==> src/rtl/divider_pkg.sv <==
// Shared constants for the restoring divider: FSM state encodings and default width.
// DIVIDER_SIGNED_EN adds the FIX state used for two's complement sign correction.
package divider_pkg;

  localparam int DIV_WIDTH_DEFAULT = 8;

  localparam logic [1:0] IDLE = 2'd0;
  localparam logic [1:0] CALC = 2'd1;
  localparam logic [1:0] DONE = 2'd2;
`ifdef DIVIDER_SIGNED_EN
  localparam logic [1:0] FIX  = 2'd3;
`endif

endpackage

==> src/rtl/divider_step.sv <==
// One combinational restoring-division iteration: shift in the next dividend bit,
// subtract the divisor when it fits, and emit the matching quotient bit.
module divider_step #(
  parameter int WIDTH = 8
) (
  input  logic [WIDTH:0]   rem_in,
  input  logic             dvd_bit,
  input  logic [WIDTH-1:0] divisor,
  output logic [WIDTH:0]   rem_out,
  output logic             q_bit
);

  logic [WIDTH:0] rem_shift;
  logic [WIDTH:0] divisor_ext;

  assign rem_shift   = {rem_in[WIDTH-1:0], dvd_bit};
  assign divisor_ext = {1'b0, divisor};

  // A set top bit means the shifted value already exceeds any WIDTH-bit divisor.
  assign q_bit   = rem_in[WIDTH] | (rem_shift >= divisor_ext);
  assign rem_out = q_bit ? (rem_shift - divisor_ext) : rem_shift;

endmodule

==> src/rtl/eight_bits_divider.sv <==
// Sequential restoring divider, one quotient bit per clock, start/busy/done handshake.
// Define DIVIDER_SIGNED_EN for two's complement operands (adds one sign-fix cycle).
module eight_bits_divider
  import divider_pkg::*;
#(
  parameter int WIDTH = DIV_WIDTH_DEFAULT
) (
  input  logic             clk,
  input  logic             reset_n,
  input  logic             start,
  input  logic [WIDTH-1:0] dividend,
  input  logic [WIDTH-1:0] divisor,
  output logic             busy,
  output logic             done,
  output logic [WIDTH-1:0] quotient,
  output logic [WIDTH-1:0] remainder,
  output logic             div_by_zero,
  output logic [1:0]       dbg_state
);

  // Handshake: start is accepted only on a rising edge where the FSM is IDLE
  // (busy=0); operands are captured on that edge. busy stays high through CALC
  // and DONE, done pulses for the single DONE cycle, and the result outputs
  // change only on entry to DONE and then hold until the next accepted start.

  localparam int CW = (WIDTH > 2) ? $clog2(WIDTH) : 1;

  logic [1:0]       state;
  logic [CW-1:0]    cnt;
  logic [WIDTH:0]   rem_r;
  logic [WIDTH-1:0] dvd_r;   // dividend shifts out, quotient bits shift in
  logic [WIDTH-1:0] dsr_r;
  logic [WIDTH:0]   step_rem;
  logic             step_q;
`ifdef DIVIDER_SIGNED_EN
  logic             neg_q;
  logic             neg_r;
`endif

  assign dbg_state = state;

  divider_step #(.WIDTH(WIDTH)) u_step (
    .rem_in  (rem_r),
    .dvd_bit (dvd_r[WIDTH-1]),
    .divisor (dsr_r),
    .rem_out (step_rem),
    .q_bit   (step_q)
  );

  always_ff @(posedge clk or negedge reset_n) begin
    if (!reset_n) begin
      state       <= IDLE;
      cnt         <= '0;
      rem_r       <= '0;
      dvd_r       <= '0;
      dsr_r       <= '0;
      busy        <= 1'b0;
      done        <= 1'b0;
      quotient    <= '0;
      remainder   <= '0;
      div_by_zero <= 1'b0;
`ifdef DIVIDER_SIGNED_EN
      neg_q       <= 1'b0;
      neg_r       <= 1'b0;
`endif
    end else begin
      case (state)
        IDLE: begin
          if (start) begin
            busy        <= 1'b1;
            div_by_zero <= 1'b0;
            if (divisor == '0) begin
              state       <= DONE;
              done        <= 1'b1;
              quotient    <= '1;
              remainder   <= dividend;
              div_by_zero <= 1'b1;
            end else begin
              state <= CALC;
              cnt   <= CW'(WIDTH - 1);
              rem_r <= '0;
`ifdef DIVIDER_SIGNED_EN
              // Divide magnitudes; -MIN still fits as an unsigned WIDTH-bit value.
              dvd_r <= dividend[WIDTH-1] ? -dividend : dividend;
              dsr_r <= divisor[WIDTH-1]  ? -divisor  : divisor;
              neg_q <= dividend[WIDTH-1] ^ divisor[WIDTH-1];
              neg_r <= dividend[WIDTH-1];
`else
              dvd_r <= dividend;
              dsr_r <= divisor;
`endif
            end
          end
        end
        CALC: begin
          rem_r <= step_rem;
          dvd_r <= {dvd_r[WIDTH-2:0], step_q};
          cnt   <= cnt - 1'b1;
          if (cnt == '0) begin
`ifdef DIVIDER_SIGNED_EN
            state <= FIX;
`else
            state     <= DONE;
            done      <= 1'b1;
            quotient  <= {dvd_r[WIDTH-2:0], step_q};
            remainder <= step_rem[WIDTH-1:0];
`endif
          end
        end
`ifdef DIVIDER_SIGNED_EN
        FIX: begin
          state     <= DONE;
          done      <= 1'b1;
          quotient  <= neg_q ? -dvd_r : dvd_r;
          remainder <= neg_r ? -rem_r[WIDTH-1:0] : rem_r[WIDTH-1:0];
        end
`endif
        DONE: begin
          state <= IDLE;
          done  <= 1'b0;
          busy  <= 1'b0;
        end
        default: begin
          state <= IDLE;
          done  <= 1'b0;
          busy  <= 1'b0;
        end
      endcase
    end
  end

endmodule

==> config.mk <==
export PLATFORM = sky130hd
export DESIGN_NAME = eight_bits_divider
export DESIGN_NICKNAME = d
export VERILOG_FILES = /design/src/rtl/divider_pkg.sv /design/src/rtl/divider_step.sv /design/src/rtl/eight_bits_divider.sv
export SDC_FILE = /design/constraint.sdc
export NUM_CORES = 1
export LEC_CHECK = 0
export BUFFER_PORTS_ARGS = -buffer_cell sky130_fd_sc_hd__buf_2
export CORE_MARGIN = 3
export CORE_UTILIZATION = 55
export CTS_BUF_LIST = sky130_fd_sc_hd__clkbuf_16
export CTS_CLUSTER_DIAMETER = 100
export CTS_CLUSTER_SIZE = 10
export DETAILED_ROUTE_END_ITERATION = 6
export GPL_TIMING_DRIVEN = 0
export PLACE_DENSITY = 0.77
export SYNTH_ARGS = -nofsm -noshare
export SYNTH_HDL_FRONTEND = slang
export SYNTH_HIERARCHICAL = 1
export SYNTH_SLANG_ARGS = --single-unit
export TNS_END_PERCENT = 1
==> constraint.sdc <==
create_clock -name clk -period 4.65 [get_ports clk]
set_input_delay 0.6975 -clock clk [delete_from_list [all_inputs] [get_ports clk]]
set_output_delay 0.6975 -clock clk [all_outputs]
set_load 0.1 [all_outputs]
Word level (Yosys, flattened, before mapping)
Cells that the tools add are included.
W data, S select, Z words.
Storage, ports and cells
  flip-flop bits (word level): 49
  latch bits: 0
  memory bits (writable): 0
  bits in read-only memories: 0
  input bits: 19
  output and inout port bits: 21
  logic and storage cells: 61
  memories: 0
Cells by class
  $add $sub $neg: 2
  $mul: 0
  div/mod/pow operators: 0
  $lt $le $gt $ge: 1
  equal/unequal tests: 5
  shift-type cells: 0
  multiplexer cells: 29
  bitwise operators: 3
  reductions and logical operators: 11
Operators by type and width (number)
  $mux W8: 8
  $pmux W8 S2: 3
  $mux W9: 3
  $pmux W9 S2: 1
  $ge A9 B8 Y1: 1
  $reduce_and A3 Y1: 3
  $sub A9 B8 Y9: 1
  $logic_not A8 Y1: 1
  $ne A2 B2 Y1 const B: 4
  $mux W2: 3
  $mux W3: 2
  $pmux W3 S2: 1
  $reduce_and A2 Y1: 3
  $mux W1: 5
  $pmux W1 S2: 2
  $pmux W2 S2: 1
  $reduce_and A4 Y1: 1
  $logic_not A3 Y1: 1
  $sub A3 B1 Y3 const B: 1
  $eq A2 B1 Y1 const B: 1
  $logic_not A2 Y1: 1
  $not A1 Y1: 2
  $reduce_bool A2 Y1: 1
  $or A1 B1 Y1: 1

Longest topological paths before layout
Gate-level depths: netlist of run 1.
  word-level depth: 5
  gate-level depth with buffers: 11
  depth with buffers taken out: 10

By module
Netlist of run 1, hierarchy kept.
By module, submodules not included
  eight_bits_divider: times used 1, cells an instance 185, area each 2113.3 µm², seq. area each 1226.2 µm²
  divider_step: times used 1, cells an instance 75, area each 528.0 µm², seq. area each 0.0 µm²

Worst setup path before layout of run 1
Ideal clock, no wire load.
  path type: register to register
  start point: register rem_r[5]
  end point: register remainder[3]
  library setup time: 0.120 ns
  data arrival time: 2.041 ns
  required time: 4.530 ns
  slack: 2.489 ns
  cell stages (with the launch flop): 11
  clock period less this slack: 2.161 ns
  cells stage by stage: dfrtp_1 ha_1 a21oi_1 nand2_1 o211ai_4 and2_4 buf_6 mux2_4 nand2_1 a21oi_1 a21o_1
Between the ends
  longest elaborated chain between the ends: 5
Ends and longest elaborated chain
  start: declaration: line eight_bits_divider.sv:30  | logic [WIDTH:0] rem_r;
  start signal: assignment: line eight_bits_divider.sv:96  | rem_r <= step_rem;
  $ge A9 B8 Y1: line divider_step.sv:20  | assign q_bit = rem_in[WIDTH] | (rem_shift >= divisor_ext);
  $or A1 B1 Y1: line divider_step.sv:20
  $mux W9: line divider_step.sv:21  | assign rem_out = q_bit ? (rem_shift - divisor_ext) : rem_shift;
  named net step_rem[3]: line eight_bits_divider.sv:33  | logic [WIDTH:0] step_rem;
  $mux W8: line eight_bits_divider.sv:99  | if (cnt == '0) begin
  $pmux W8 S2: line eight_bits_divider.sv:67  | case (state)
  end signal: assignment: line eight_bits_divider.sv:76  | remainder <= dividend;
  end signal: assignment: line eight_bits_divider.sv:106  | remainder <= step_rem[WIDTH-1:0];
  end: declaration: line eight_bits_divider.sv:16  | output logic [WIDTH-1:0] remainder,
The timed path passes the listed nets, and every way through them passes these cells. The select of a mux whose other input is x is not followed.
A chain may end at the register's enable or synchronous reset.

Worst setup path in the final report of run 1
  start point: register dvd_r[7]
  end point: register remainder[6]
Between the ends
  longest elaborated chain between the ends: 5
  elaborated cells on any way between the ends: 6
  classes of those cells: add/sub: 1; order compare: 1; mux: 3; bitwise: 1
Ends and longest elaborated chain
  start: declaration: line eight_bits_divider.sv:31  | logic [WIDTH-1:0] dvd_r;
  start signal: assignment: line eight_bits_divider.sv:89  | dvd_r <= dividend;
  start signal: assignment: line eight_bits_divider.sv:97  | dvd_r <= {dvd_r[WIDTH-2:0], step_q};
  $ge A9 B8 Y1: line divider_step.sv:20
  $or A1 B1 Y1: line divider_step.sv:20
  $mux W9 *: line divider_step.sv:21
  named net step_rem[6]: line eight_bits_divider.sv:33
  $mux W8 *: line eight_bits_divider.sv:99
  $pmux W8 S2 *: line eight_bits_divider.sv:67
Mark *: on every way through the listed nets, which the timed path passes. The rest lies on a longest branch. The select of a mux whose other input is x is not followed.

==> results of run 1 <==
-- worst reg2reg max path: cells and delay by family, from the launching register on --
kind / cells / cell delay [ps]
simple gates: 2 / 380
flops: 1 / 400
buf+inv: 1 / 60
mux: 1 / 120
compound gates: 4 / 920
fa+ha+maj: 2 / 590
-- state kept, by name, summed over array words and instances (netlist names) --
register and flops:
div_by_zero 1, remainder 8, busy 1, cnt 3, dbg_state 2, dsr_r 8, dvd_r 8, done 1
quotient 8, rem_r 9
-- path summary, 6_finish.rpt --
kind	slack [ps]	end	cells after the start	start
min	480	remainder[2]	1	remainder[2]
min reg2reg	480	remainder[2]	1	remainder[2]
max	2100	remainder[6]	10	dvd_r[7]
min in group asynchronous	600	dsr_r[7]	1	reset_n
max in group asynchronous	3360	cnt[0]	1	reset_n
max reg2reg	2100	remainder[6]	10	dvd_r[7]
-- logic make-up (layout without fill, tap and decap cells) --
family | count (synthesis) | in the layout | synth area share
multiplexers | 22 | 22 | 0.107
XOR/XNOR | 4 | 4 | 0.0133
buffers and inverters | 29 | 76 | 0.0512
adder cells (fa/ha/maj) | 11 | 11 | 0.0550
flip-flops | 49 | 49 | 0.464
AND/OR/NAND/NOR | 85 | 85 | 0.150
AO/OA/AOI/OAI | 60 | 60 | 0.160
-- synthesized netlist by cell type, types with 2 or more instances --
cell	number	area, um^2
mux2i_1	3	30.0
nor3b_1	2	15.0
nor2b_1	2	12.5
o21ai_1	13	65.1
nand2_1	44	165
ha_1	10	125
a22o_1	9	78.8
buf_2	6	30.0
mux2_1	8	90.1
a21o_1	5	37.5
nand2b_1	4	25.0
nand3_1	5	25.0
a22oi_1	2	15.0
nor2_1	17	63.8
o31ai_1	2	15.0
mux2_4	10	150
xnor2_1	3	26.3
buf_6	2	22.5
nor3_1	2	10.0
nor4_2	2	25.0
nand4_1	2	12.5
o21ai_0	6	30.0
inv_1	16	60.1
a21oi_1	9	45.0
clkbuf_1	3	11.3
a211oi_1	3	22.5
dfrtp_1	49	1230
-- stage by stage --
step | cell area, um^2 | hold WS [ps]
CTS | 3050 | 478
finish | 3050 | 475
floorplan | 2640 | 402
detailed placement | 2900 | 462
global route | 3050 | 509
global placement | 2900 | 461
-- area by class of cell --
class	count	area share
multi-input cells	182	0.420
plain buffers	12	0.0234
flip-flops and latches	49	0.403
repair buffers	39	0.0641
clock buffers	5	0.0411
clock inverters	3	0.00616
inverters	17	0.0210
well taps	52	0.0214
-- cell usage in the layout (no fill, tap or decap), types with 5 or more instances in the layout --
cell       count
nor2_1        17
inv_1         17
mux2_1         8
ha_1          10
a21o_1         5
mux2_4        10
nand3_1        5
a21oi_1        9
nand2_1       44
dfrtp_1       49
o21ai_0        6
buf_2         45
a22o_1         9
o21ai_1       13
clkbuf_16      5
-- layer usage --
metal  GRT usage  part of all wire  vias up
met5           0                 0        -
met3      0.0396             0.036        7
met2       0.357              0.49       48
met1       0.287              0.46      981
li1            -                 -      986
met4      0.0641             0.013        0
==> flow_metrics.env, run 1 <==
export IMPL_critical_path_class="reg2reg"
export IMPL_regArea_um2=1230
export IMPL_cts_tree="done"
export IMPL_vias=2022
export IMPL_critical_path_top_delay_family="compound AO/OA/AOI/OAI gates"
export IMPL_routed_via_density=5.63
export IMPL_mappedNetlistArea_um2=2640
export IMPL_rsz0062_at_grt="no"
export IMPL_status="completed"
export IMPL_max_freq_mhz=392
export IMPL_core_um2=4500
export IMPL_drive_gt1_frac=0.251
export IMPL_synth_edf_count=0
export IMPL_drt_drc_violations_left=0
export IMPL_max_slew_margin_rel=0.272
export IMPL_wl_per_cell_um=15.8
export IMPL_root_buffer="clkbuf_16"
export IMPL_antenna_left=0
export IMPL_fillCellCount=364
export IMPL_first_global_vias=1966
export IMPL_crit_fanout=3
export IMPL_holdBufCountCts=0
export IMPL_synth_main_ff_cell="dfrtp_1"
export IMPL_critPathBufInv=1
export IMPL_skew_ps=5.91
export IMPL_fp_dieH_um=75.3
export IMPL_fin_util=0.676
export IMPL_htree_levels=2
export IMPL_grt_max_degree=50
export IMPL_antenna_found_initial=0
export IMPL_async_flop_share=1.00
export IMPL_antennaDiodeCount=0
export IMPL_yosys_warnings=6
export IMPL_cp_required_ps=4870
export IMPL_arrival_ps=2770
export IMPL_placed_cells=351
export IMPL_hpwl_um=4110
export IMPL_cts_resized=0
export IMPL_grt_usage=0.215
export IMPL_final_cell_count_no_fill=359
export IMPL_worstPathCellList="inv_1 > ha_1 > fa_1 > nand2b_1 > a211oi_1 > o21ai_0 > nor3b_1 > o31ai_1 > mux2i_1 > o21ai_1"
export IMPL_gp_congestion=0.798
export IMPL_overflow=0
export IMPL_hp_class="reg2reg"
export IMPL_fin_crit_ps=2550
export IMPL_fp_dieW_um=75.3
export IMPL_insertion_delay_ps=290
export IMPL_drv_slew=0
export IMPL_nets=336
export IMPL_fin_crit_sh=0.548
export IMPL_synth_area_per_cell_um2=10.2
export IMPL_clockBufferDepth=2
export IMPL_pre_cts_ws_ps=2150
export IMPL_drt_wl_total_um=5680
export IMPL_ys_seq_area_frac=0.464
export IMPL_initial_core_util=0.586
export IMPL_crit_path_max_incr_delay_ps=400
export IMPL_synth_cells=260
export IMPL_grt_pass1_wl_um=9280
export IMPL_multi_input_area_um2=1280
export IMPL_critical_path_slowest_cell="dfrtp_1"
export IMPL_firstDrtPassIters=4
export IMPL_syn_num_nets=290
export IMPL_cts_setup_buffers=0
export IMPL_worst_pin_slew_ps=1090
export IMPL_tns_ps=0
export IMPL_ys_types=48
export IMPL_cap_violations=0
export IMPL_syn_to_final_growth_pct=15.3
export IMPL_setup_viol=0
export IMPL_start_kind="flip-flop"
export IMPL_ys_ff_latch=49
export IMPL_portBuffers=39
export IMPL_finalHoldViolations=0
export IMPL_rows=24
export IMPL_drtIter0Drc=140
export IMPL_cp_end_kind="flip-flop"
export IMPL_cts_sink_count=49
export IMPL_cts_buffers=5
export IMPL_io_pins=40
export IMPL_setup_slack_ps=2100
export IMPL_clk_transition_reported_paths_ps=70
export IMPL_die_area_um2=5670
Power of run 1 is left out: the tool's default activity adds up to more than one toggle a clock period on the data nets, which glitch-free logic cannot reach.
==> run 2: changes to the inputs <==
ABC_AREA = 1   (was unset)
clock period = 2.53 ns   (was 4.65 ns; I/O delays follow)
==> run 2 against run 1 <==
Critical path type unchanged. Routed wire length grew 7.4%. Fmax increased by 30%. Critical path depth grew 3. First-iteration DRC count up 25%.
==> flow_metrics.env, run 2 <==
export IMPL_synth_common_cells="183 x nand2_1, 49 x dfrtp_1, 48 x inv_1, 48 x nand3_1, 11 x nor2_1"
export IMPL_drt_wl_total_um=6100
export IMPL_ys_seq_area_frac=0.433
export IMPL_largest_register="rem_r"
export IMPL_cts_tree="done"
export IMPL_pre_cts_ws_ps=602
export IMPL_drt_drc_violations_left=0
export IMPL_yosys_warnings=6
export IMPL_wl_met1_um=2860
export IMPL_die_area_um2=6050
export IMPL_synth_top_cell_by_area="dfrtp_1"
export IMPL_worst_pin_slew_ps=1070
export IMPL_skew_ps=9.04
export IMPL_crit_fanout=3
export IMPL_regToRegStartpoint="dvd_r[7]"
export IMPL_cp_end_kind="flip-flop"
export IMPL_overflow=0
export IMPL_cts_sink_count=49
export IMPL_holdBufCountCts=0
export IMPL_ys_ff_latch=49
export IMPL_mappedNetlistArea_um2=2830
export IMPL_nets=477
export IMPL_crit_start="dvd_r[7]"
export IMPL_critical_path_class="reg2reg"
export IMPL_yosysMostFrequentCell="nand2_1"
export IMPL_ys_types=27
export IMPL_fp_dieW_um=77.8
export IMPL_firstDrtPassIters=5
export IMPL_grt_pass1_wl_um=10800
export IMPL_final_cell_mix="183 x nand2_1, 49 x dfrtp_1, 48 x inv_1, 48 x nand3_1, 44 x buf_2"
export IMPL_hp_class="in2async"
export IMPL_cts_setup_buffers=0
export IMPL_vias=2588
export IMPL_htree_levels=2
export IMPL_fin_crit_sh=0.778
export IMPL_antenna_left=0
export IMPL_finalHoldViolations=0
export IMPL_synth_area_per_cell_um2=7.06
export IMPL_setup_slack_ps=562
export IMPL_initial_core_util=0.584
export IMPL_cts_resized=0
export IMPL_drtIter0Drc=175
export IMPL_synth_main_ff_cell="dfrtp_1"
export IMPL_insertion_delay_ps=290
export IMPL_antenna_found_initial=0
export IMPL_start_kind="flip-flop"
export IMPL_wl_met3_um=353
export IMPL_grt_usage=0.224
export IMPL_cp_required_ps=2770
export IMPL_fp_dieH_um=77.8
export IMPL_setup_viol=0
export IMPL_root_buffer="clkbuf_16"
export IMPL_fin_crit_ps=1970
export IMPL_cap_violations=0
export IMPL_met2WireLength_um=2730
export IMPL_layout_commonest_cell="nand2_1"
export IMPL_arrival_ps=2200
export IMPL_core_um2=4850
export IMPL_drive_gt1_frac=0.154
export IMPL_rsz0062_at_grt="no"
export IMPL_grt_max_degree=50
export IMPL_clockBufferDepth=2
export IMPL_wl_per_cell_um=11.8
export IMPL_max_freq_mhz=508
export IMPL_placed_cells=507
export IMPL_max_slew_margin_rel=0.288
export IMPL_clk_transition_reported_paths_ps=70
export IMPL_syn_to_final_growth_pct=15.8
export IMPL_cts_buffers=5
export IMPL_synthTopCellsByArea="dfrtp_1 43%, nand2_1 24%, nand3_1 8.5%"
export IMPL_largest_reg_flops=9
export IMPL_async_flop_share=1.00
export IMPL_antennaDiodeCount=0
export IMPL_io_pins=40
export IMPL_rows=25
export IMPL_fin_util=0.677
export IMPL_first_global_vias=2443
export IMPL_gp_congestion=0.891
export IMPL_routed_via_density=5.03
export IMPL_tns_ps=0
export IMPL_syn_num_nets=431
export IMPL_final_cell_count_no_fill=515
export IMPL_drv_slew=0
export IMPL_yosysTopAreaCellShare=0.433
export IMPL_synth_cells=401
export IMPL_synth_edf_count=0
export IMPL_topRoutingLayerUsed="met4"
export IMPL_portBuffers=39
export IMPL_hpwl_um=4680
export IMPL_fillCellCount=408
export IMPL_status="completed"
-- run 2: layer usage --
layer / vias up / track usage
met5: - / 0
met4: 0 / 0.0943
met3: 13 / 0.0476
met2: 77 / 0.346
met1: 1170 / 0.304
li1: 1328 / -
-- run 2: area by class of cell --
class                           instances  area, um^2  share of cell area
Multi-Input combinational cell        288        1350               0.411
Sequential cell                        49        1230               0.374
Timing Repair Buffer                   39         195              0.0595
Inverter                               52         195              0.0595
Clock buffer                            5         125              0.0381
Tap cell                               67        83.8              0.0256
Buffer                                 12        62.6              0.0191
Clock inverter                          3        43.8              0.0133
-- run 2: through the flow --
| step | hold WS [ps] | instance area [um^2] |
|---|---|---|
| 2_1_floorplan | 83.9 | 2830 |
| 3_3_place_gp | 448 | 3110 |
| 3_5_place_dp | 454 | 3110 |
| 4_1_cts | 319 | 3280 |
| 5_1_grt | 352 | 3280 |
| 6_report | 285 | 3280 |
-- run 2: kinds of logic after synthesis --
group                      Yosys count  synth area share
AOI/OAI and AO/OA                   18            0.0349
xor gates and xnor gates             3           0.00928
adders and majority gates           11            0.0512
buffers and inverters               64            0.0910
DFF                                 49             0.433
and+or+nand+nor                    256             0.381
-- run 2: path summary, 6_finish.rpt --
check | endpoint | slack [ps] | depth (start not counted)
hold / removal | quotient[7] | 290 | 1
max in group asynchronous | rem_r[4] | 1590 | 1
min in group clk | dsr_r[2] | 330 | 3
hold reg to reg | quotient[5] | 470 | 2
setup reg to reg | remainder[4] | 560 | 13
setup / recovery | remainder[4] | 560 | 13
-- run 2: critical path, stage by stage (launching register included) --
cell	delay, ps
dfrtp_1	380
inv_1	60
ha_1	200
fa_1	410
inv_1	90
nand2_1	50
nand2_1	100
xor2_1	170
nand2_1	70
nand2_1	60
nand2_1	80
nand2_1	110
nand3_1	70
nand2_1	70
Power of run 2 is left out for the same reason.
==> run 3: changes to the inputs <==
ABC_AREA = 0   (was 1)
clock period = 2 ns   (was 2.53 ns; I/O delays follow)
==> run 3 against run 2 <==
The flow now finishes with violations (negative setup slack). Die area fell by 6.2%. Global-route usage fell by 0.15 points. Largest cell class unchanged. Setup slack got worse by 790 ps. Critical path depth fell by 3. Critical endpoint is now remainder[6]. Hold slack got worse by 78 ps. Clock-buffer cell count did not move. Cell count fell by 30%. Non-clock buffer count rose by 3. Fmax fell by 12%. First-iteration DRC count fell by 59%. Routed wire length fell by 7.3%. Design area fell by 1.4%.
==> flow_metrics.env, run 3 (same netlist as run 1, synthesis figures left out) <==
export IMPL_status="finished, violations left"
export IMPL_violations="negative setup slack"
export IMPL_insertion_delay_ps=290
export IMPL_vias=2033
export IMPL_fp_dieW_um=75.3
export IMPL_gp_congestion=0.819
export IMPL_drt_wl_total_um=5650
export IMPL_rsz0062_at_grt="yes"
export IMPL_portBuffers=39
export IMPL_arrival_ps=2440
export IMPL_hpwl_um=4080
export IMPL_core_um2=4500
export IMPL_critical_path_class="reg2reg"
export IMPL_holdBufCountCts=0
export IMPL_drtIter0Drc=72
export IMPL_skew_ps=6.21
export IMPL_fin_crit_ps=2230
export IMPL_wl_per_cell_um=15.6
export IMPL_cts_sink_count=49
export IMPL_firstDrtPassIters=4
export IMPL_syn_to_final_growth_pct=22.4
export IMPL_grt_max_degree=50
export IMPL_setup_viol=12
export IMPL_antennaDiodeCount=0
export IMPL_reg2reg_to="remainder[6]"
export IMPL_cp_end_kind="flip-flop"
export IMPL_wl_met3_um=162
export IMPL_met2WireLength_um=2890
export IMPL_topRoutingLayerUsed="met4"
export IMPL_pre_cts_ws_ps=-384
export IMPL_io_pins=40
export IMPL_crit_fanout=3
export IMPL_drt_drc_violations_left=0
export IMPL_fp_dieH_um=75.3
export IMPL_cp_required_ps=2210
export IMPL_cts_tree="done"
export IMPL_clk_transition_reported_paths_ps=60
export IMPL_routed_via_density=5.62
export IMPL_max_slew_margin_rel=0.292
export IMPL_rows=24
export IMPL_critical_path_top_delay_family="compound AO/OA/AOI/OAI gates"
export IMPL_ff2ff_path_depth=10
export IMPL_drv_slew=0
export IMPL_timing_hold_ws_ps=207
export IMPL_crit_path_max_incr_delay_ps=410
export IMPL_nets=339
export IMPL_finalHoldViolations=0
export IMPL_regToRegStartpoint="dvd_r[7]"
export IMPL_start_kind="flip-flop"
export IMPL_setup_slack_ps=-230
export IMPL_drive_gt1_frac=0.339
export IMPL_hp_class="in2async"
export IMPL_initial_core_util=0.586
export IMPL_first_global_vias=1998
export IMPL_critical_path_slowest_cell="dfrtp_1"
export IMPL_antenna_left=0
export IMPL_critPathBufInv=1
export IMPL_worst_r2r_setup_slack_ps=-230
export IMPL_root_buffer="clkbuf_16"
export IMPL_overflow=0
export IMPL_cap_violations=0
export IMPL_largest_reg_flops=9
export IMPL_largest_register="rem_r"
export IMPL_htree_levels=2
export IMPL_cts_buffers=5
export IMPL_worstPathCellList="inv_2 > ha_4 > fa_2 > nand2b_4 > a211oi_4 > o21ai_2 > nor3b_2 > o31ai_2 > mux2i_1 > o21ai_1"
export IMPL_final_cell_mix="49 x dfrtp_1, 45 x buf_2, 44 x nand2_1"
export IMPL_grt_pass1_wl_um=9590
export IMPL_antenna_found_initial=0
export IMPL_wl_met1_um=2550
export IMPL_max_freq_mhz=448
export IMPL_clockBufferDepth=2
export IMPL_die_area_um2=5670
export IMPL_worst_pin_slew_ps=1060
export IMPL_fin_crit_sh=1.11
export IMPL_layout_commonest_cell="dfrtp_1"
export IMPL_grt_usage=0.222
run 3: how the worst max path moves through the flow:
stage,startpoint,to,slack (ps),cells past startpoint
2_1_floorplan,dsr_r[6],remainder[3],-70,11
3_3_place_gp,dvd_r[7],remainder[6],-290,10
3_5_place_dp,dvd_r[7],remainder[6],-380,10
4_1_cts,dvd_r[7],remainder[6],-220,10
5_1_grt,rem_r[1],remainder[4],-330,10
6_report,dvd_r[7],remainder[6],-230,10
run 3: layout make-up:
cell class              count  area, um^2
clock buffers               5         125
clock inverters             3        20.0
well taps                  52        65.1
fillers                   340        1270
repair buffers             42         218
multi-input cells         182        1440
plain buffers              12        75.1
flip-flops and latches     49        1230
inverters                  17        63.8
run 3: what timing repair did:
item                       CTS  global route
cloned                       0             0
buffers inserted             2             1
setup endpoints to repair   16            14
pin swaps                    3             1
resized for setup           16             6
run 3: through the flow:
step / std cells / TNS (ps) / util / instance area (um^2)
floorplan: 260 / -566 / - / 2710
global placement: 351 / -2370 / 0.660 / 2970
detailed placement: 351 / -3360 / 0.660 / 2970
finish: 362 / -1260 / 0.718 / 3230
global route: 362 / -2620 / 0.718 / 3230
CTS: 361 / -1090 / 0.709 / 3190
run 3: routing by layer:
layer  vias to the layer above  track usage
met4                         0       0.0505
met5                         -            0
li1                       1000            -
met1                       993        0.303
met3                         6       0.0449
met2                        34        0.368
Power of run 3 is left out for the same reason.
